**src/rtl/adder_pkg.sv**
```systemverilog
`default_nettype none
// ============================================================================
//  Module  : adder_pkg
//  Purpose : Shared definitions for the adder result FIFO. These are the
//            entry width, the default sizing parameters, the bit positions of
//            the fields inside a stored entry, and a helper that packs one
//            entry.
//  Entry   : {sum[5:2], cout[1], ovf[0]}
//  Rev     : 1.0  initial release
// ============================================================================
package adder_pkg;

    localparam int RES_W         = 6;   // width of one stored result entry
    localparam int DEPTH_DEFAULT = 4;   // default number of buffered entries
    localparam int CNT_W_DEFAULT = 8;   // default event counter width

    localparam int SUM_MSB  = 5;
    localparam int SUM_LSB  = 2;
    localparam int COUT_BIT = 1;
    localparam int OVF_BIT  = 0;

    // Build a storage entry from the individual adder result fields.
    function automatic logic [RES_W-1:0] pack_result(
        input logic [3:0] sum,
        input logic       cout,
        input logic       ovf
    );
        logic [RES_W-1:0] r;
        r                   = '0;
        r[SUM_MSB:SUM_LSB]  = sum;
        r[COUT_BIT]         = cout;
        r[OVF_BIT]          = ovf;
        return r;
    endfunction

endpackage : adder_pkg
`default_nettype wire

```
**src/rtl/sat_counter.sv**
```systemverilog
`default_nettype none
// ============================================================================
//  Module  : sat_counter
//  Purpose : Saturating event counter. It holds at the all-ones value instead
//            of wrapping. A synchronous clear takes priority over a
//            coincident increment.
//  Ports   : clk    - clock
//            rst_n  - asynchronous active-low reset
//            inc    - count one event this cycle
//            clr    - synchronous clear to zero
//            count  - current count value
//  Rev     : 1.0  initial release
// ============================================================================
module sat_counter #(
    parameter int CNT_W = 8
) (
    input  logic             clk,
    input  logic             rst_n,
    input  logic             inc,
    input  logic             clr,
    output logic [CNT_W-1:0] count
);

    localparam logic [CNT_W-1:0] c_max = '1;

    logic [CNT_W-1:0] r_count;

    always_ff @(posedge clk or negedge rst_n) begin
        if (!rst_n) begin
            r_count <= '0;
        end else if (clr) begin
            r_count <= '0;
        end else if (inc && (r_count != c_max)) begin
            r_count <= r_count + CNT_W'(1);
        end
    end

    assign count = r_count;

endmodule : sat_counter
`default_nettype wire

```
**src/rtl/adder_result_fifo.sv**
```systemverilog
`default_nettype none
// ============================================================================
//  Module  : adder_result_fifo
//  Purpose : Small first-word-fall-through FIFO that buffers 4-bit adder
//            results (sum, carry-out, signed overflow). It also counts the
//            accepted results that carried a carry-out or an overflow.
//  Ports   : clk, rst_n             - clock, asynchronous active-low reset
//            in_valid/in_ready      - upstream handshake
//            in_sum/in_cout/in_ovf  - upstream result fields
//            out_valid/out_ready    - downstream handshake
//            out_sum/out_cout/out_ovf - head entry fields
//            level                  - number of stored entries, 0..DEPTH
//            carry_cnt/ovf_cnt      - saturating event counters
//            clr_cnt                - synchronous clear of both counters
//  Rev     : 1.0  initial release
// ============================================================================
module adder_result_fifo
    import adder_pkg::*;
#(
    parameter int DEPTH = DEPTH_DEFAULT,
    parameter int CNT_W = CNT_W_DEFAULT
) (
    input  logic                     clk,
    input  logic                     rst_n,
    input  logic                     in_valid,
    output logic                     in_ready,
    input  logic [3:0]               in_sum,
    input  logic                     in_cout,
    input  logic                     in_ovf,
    output logic                     out_valid,
    input  logic                     out_ready,
    output logic [3:0]               out_sum,
    output logic                     out_cout,
    output logic                     out_ovf,
    output logic [$clog2(DEPTH):0]   level,
    output logic [CNT_W-1:0]         carry_cnt,
    output logic [CNT_W-1:0]         ovf_cnt,
    input  logic                     clr_cnt
);

    localparam int PTR_W = $clog2(DEPTH);
    localparam int LVL_W = PTR_W + 1;

    localparam logic [LVL_W-1:0] c_full_level = LVL_W'(DEPTH);

    logic [RES_W-1:0] r_mem [DEPTH];
    logic [PTR_W-1:0] r_wr_ptr;
    logic [PTR_W-1:0] r_rd_ptr;
    logic [LVL_W-1:0] r_level;

    logic             w_push;
    logic             w_pop;
    logic [RES_W-1:0] w_head;

    // Handshake flags come only from the registered level, so in_ready has
    // no combinational path from out_ready.
    assign in_ready  = (r_level != c_full_level);
    assign out_valid = (r_level != '0);

    assign w_push = in_valid  && in_ready;
    assign w_pop  = out_valid && out_ready;

    // Pointers wrap naturally because DEPTH is a power of two.
    always_ff @(posedge clk or negedge rst_n) begin
        if (!rst_n) begin
            r_wr_ptr <= '0;
            r_rd_ptr <= '0;
            r_level  <= '0;
        end else begin
            if (w_push) begin
                r_wr_ptr <= r_wr_ptr + PTR_W'(1);
            end
            if (w_pop) begin
                r_rd_ptr <= r_rd_ptr + PTR_W'(1);
            end
            case ({w_push, w_pop})
                2'b10:   r_level <= r_level + LVL_W'(1);
                2'b01:   r_level <= r_level - LVL_W'(1);
                default: r_level <= r_level;
            endcase
        end
    end

    // Storage is not reset: entries are only visible while level covers
    // them, so clearing the pointers and level is enough to discard them.
    always_ff @(posedge clk) begin
        if (w_push) begin
            r_mem[r_wr_ptr] <= pack_result(in_sum, in_cout, in_ovf);
        end
    end

    // The head is read straight from storage, so a pushed entry becomes
    // visible one edge after the push. There is no bypass path.
    assign w_head   = r_mem[r_rd_ptr];
    assign out_sum  = w_head[SUM_MSB:SUM_LSB];
    assign out_cout = w_head[COUT_BIT];
    assign out_ovf  = w_head[OVF_BIT];
    assign level    = r_level;

    sat_counter #(
        .CNT_W (CNT_W)
    ) u_carry_cnt (
        .clk   (clk),
        .rst_n (rst_n),
        .inc   (w_push && in_cout),
        .clr   (clr_cnt),
        .count (carry_cnt)
    );

    sat_counter #(
        .CNT_W (CNT_W)
    ) u_ovf_cnt (
        .clk   (clk),
        .rst_n (rst_n),
        .inc   (w_push && in_ovf),
        .clr   (clr_cnt),
        .count (ovf_cnt)
    );

endmodule : adder_result_fifo
`default_nettype wire

```
**config.mk**
```make
export PLATFORM = sky130hd
export DESIGN_NAME = adder_result_fifo
export DESIGN_NICKNAME = d
export VERILOG_FILES = /design/src/rtl/adder_pkg.sv /design/src/rtl/sat_counter.sv /design/src/rtl/adder_result_fifo.sv
export SDC_FILE = /design/constraint.sdc
export NUM_CORES = 1
export LEC_CHECK = 0
export BUFFER_PORTS_ARGS = -buffer_cell sky130_fd_sc_hd__buf_2
export CAP_MARGIN = 25
export CORE_UTILIZATION = 50
export DETAILED_ROUTE_END_ITERATION = 6
export HOLD_SLACK_MARGIN = 0.02
export PLACE_DENSITY = 0.77
export SYNTH_ARGS = -nofsm -noshare
export SYNTH_HDL_FRONTEND = slang
export SYNTH_SLANG_ARGS = --single-unit
```
**constraint.sdc**
```tcl
create_clock -name clk -period 1.8 [get_ports clk]
set_input_delay 0.09 -clock clk [delete_from_list [all_inputs] [get_ports clk]]
set_output_delay 0.09 -clock clk [all_outputs]
set_load 0.03 [all_outputs]
```
==> results.tsv <==
metric	value	unit
status	finished with violations	
failing checks	setup timing	
die width	68.25	um
most frequent CP cell	xor2_1	
CP cell instances	or3_4 -> and2_4 -> ha_4 -> inv_2 -> fa_2 -> xor2_1 -> nor2_1 -> xor2_1	
slowest cell delay on critical path	440	ps
Final Cycle Share	103.3	%
design area	2675	um2
Post-Syn Nets	179	
number of top-level pins	38	
DR vias/cell	5.835	
Setup TNS	-93.36	ps
placed cell areas	2516	um2
top cells by instance count after synthesis	edfxtp_1, dfrtp_1, a21oi_1, inv_1	
actual slew at the worst max-slew pin	524.3	ps
Slew headroom	65.05	%
final wirelength	4.297	mm
register bit total from synthesis	47	
Setup violations, final	2	
maximum clock frequency	0.5376	GHz
unrepaired setup endpoints after global routing	yes	
final max-slew violation count	0	
syn_area_per_cell	13.72	um2
Synth Flop Type	edfxtp_1	
top-count cell post-synth	edfxtp_1	
count of cell types in the netlist	41	
Max Cap Viol	0	
number of synthesized flops with an enable pin	24	
Async SR Flop Fraction	48.94	%
Die Y	68.25	um
clock sinks	47	
NumNets Final	234	
Synth area leader	edfxtp_1	
fillers	304	
clock-pin slew on the worst setup and hold paths	90	ps
antenna cells	0	
Syn-to-layout area delta	21.89	%
Fin. Hold Viols	0	
Reg2Reg Setup Slack	-60	ps
Port Buffers	37	
Routed Antenna Nets	0	
CP required	1990	ps
# H-tree levels	2	
vias in the first global route	1479	
top cell type's share of synthesized area	32.84	%
Synth Warn #	0	
routed vias	1552	
drt wl/cell	16.15	um
Worst setup EP type	flip-flop	
total CTS buffers	5	
CTS Buffer Depth	2	
initial antenna violation count	0	
main area contributors after synthesis	edfxtp_1, dfrtp_1, mux4_2, ha_1, a21oi_1	
final period demand of the worst path	1860	ps
dpl ws	-50.74	ps
final setup margin	-60.01	ps
kind of cell adding the most delay to the critical path	simple AND/OR/NAND/NOR gates	
initial DRC count	99	
CP Launch Type	flip-flop	
Clock Skews	9.012	ps
multi-input logic area	858.3	um2
Tightest Hold Check Type	input pin to flip-flop	
Cell Pwr Density	1314	nW/um2
Initial Utilization	53.33	%
CP bufs+invs	1	
DP Cell Count	251	
first-pass GRT wire length	6.948	mm
Register Area	1301	um2
sequential cell area fraction in the yosys report	59.06	%
gpl congestion	0.7927	
share of post-route cells with drive strength above 1	37.50	%
Leak	1.093	nW
Critical Path Fanout Max	3	
Core Area	4115	um2
Die ar.	4658	um2
critical path's slowest cell	dfrtp_2	
total gr overflow	0	
Worst EP arrival	2050	ps
GRT Resource Usage Total	20.59	%
clk_lat worst skew	300	ps
DR pass1 iterations	5	
post-route insts no fill	266	
Std-Cell Rows	23	
Mapped Cells	160	
peak supply drop	1196	uV
DRC Markers	0	
mapped cell area	2195	um2
Root Driver	clkbuf_8	
placed wire-length estimate	2.954	mm
largest net degree at the start of global routing	24	
CP Class	flip-flop to flip-flop	
TritonCTS clock tree	built	
## worst reg2reg max path, delay by kind of cell, from the launching register on
| kind | cells | cell delay [ps] |
|---|---|---|
| and+or+nand+nor | 3 | 600 |
| DFF | 1 | 440 |
| adders and majority gates | 2 | 350 |
| xor gates and xnor gates | 2 | 310 |
| buffers and inverters | 1 | 50 |
## per-stage QoR
stage | power [W] | hold WS [ps] | utilization [%]
floorplan | 0.002472 | -205.6 | -
global placement | 0.002791 | 87.87 | 61.14
detailed placement | 0.002881 | 98.53 | 61.14
CTS | 0.003530 | 66.90 | 64.73
global route | 0.003695 | 70.87 | 65.00
finish | 0.003516 | 72.45 | 65.00
## power breakdown
group | leakage [nW] | switching (W) | internal [W]
sequential | 0.520 | 0.000186 | 0.00136
combinational | 0.534 | 0.000756 | 0.000585
clock | 0.0402 | 0.000362 | 0.000271
## sequential cells by signal, indices dropped and copies added, names as in the netlist
name / flops
r_mem: 24
level: 3
r_wr_ptr: 2
u_ovf_cnt.count: 8
r_rd_ptr: 2
u_carry_cnt.count: 8
## worst paths after layout
path                             startpoint                   end  cells past startpoint
worst max-delay path               level[0]              level[2]                      8
worst min-delay path                 in_ovf           r_mem[0][0]                      1
worst max register to register     level[0]              level[2]                      8
worst min register to register  r_wr_ptr[0]           r_wr_ptr[0]                      1
max in group asynchronous             rst_n           r_rd_ptr[0]                      2
min in group asynchronous             rst_n  u_carry_cnt.count[6]                      2
## final cells by class
class	count	area share, %
clock buffers	5	2.572
multi-input cells	98	32.09
flip-flops and latches	47	48.64
inverters	10	1.590
repair buffers	53	12.02
clock inverters	3	0.7484
well taps	50	2.339
## metal layers
| metal | track usage, % | vias up | part of all wire (%) |
|---|---|---|---|
| met1 | 26.36 | 772 | 43 |
| met3 | 3.167 | 11 | 4.0 |
| met2 | 34.44 | 50 | 52 |
| met5 | 0 | - | 0 |
| met4 | 8.854 | 0 | 1.5 |
| li1 | - | 719 | - |
## layout by cell type, fill, tap and decap left out, drive strengths merged, types with 4 or more instances in the layout
cell type,netlist,layout
buf,4,48
edfxtp,24,24
dfrtp,23,23
a21oi,12,12
inv,9,9
nand3,8,8
nand2,7,7
ha,7,7
mux4,6,6
or3,6,6
o21ai,6,6
clkbuf,1,5
dlygate4sd3,0,5
and3,5,5
nor2,4,4
xor2,4,4
## cell families (layout without fill, tap and decap cells)
logic type | count (synthesis) | after routing | share of synthesized area [%]
XOR/XNOR | 7 | 7 | 2.794
AO/OA/AOI/OAI | 29 | 29 | 8.895
flip-flops | 47 | 47 | 59.06
AND/OR/NAND/NOR | 45 | 45 | 13.57
buffers and inverters | 15 | 71 | 3.192
adder cells (fa/ha/maj) | 8 | 8 | 4.903
multiplexers | 9 | 9 | 7.583
## repair_timing
action                     4_1_cts  5_1_grt
hold endpoints to repair        39        0
cloned                           0        0
resized for setup                1        1
hold buffers                     5        0
setup endpoints to repair        5        5
buffers inserted                 1        1
pin swaps                        3        1
Power figures use the tool's default switching activity.
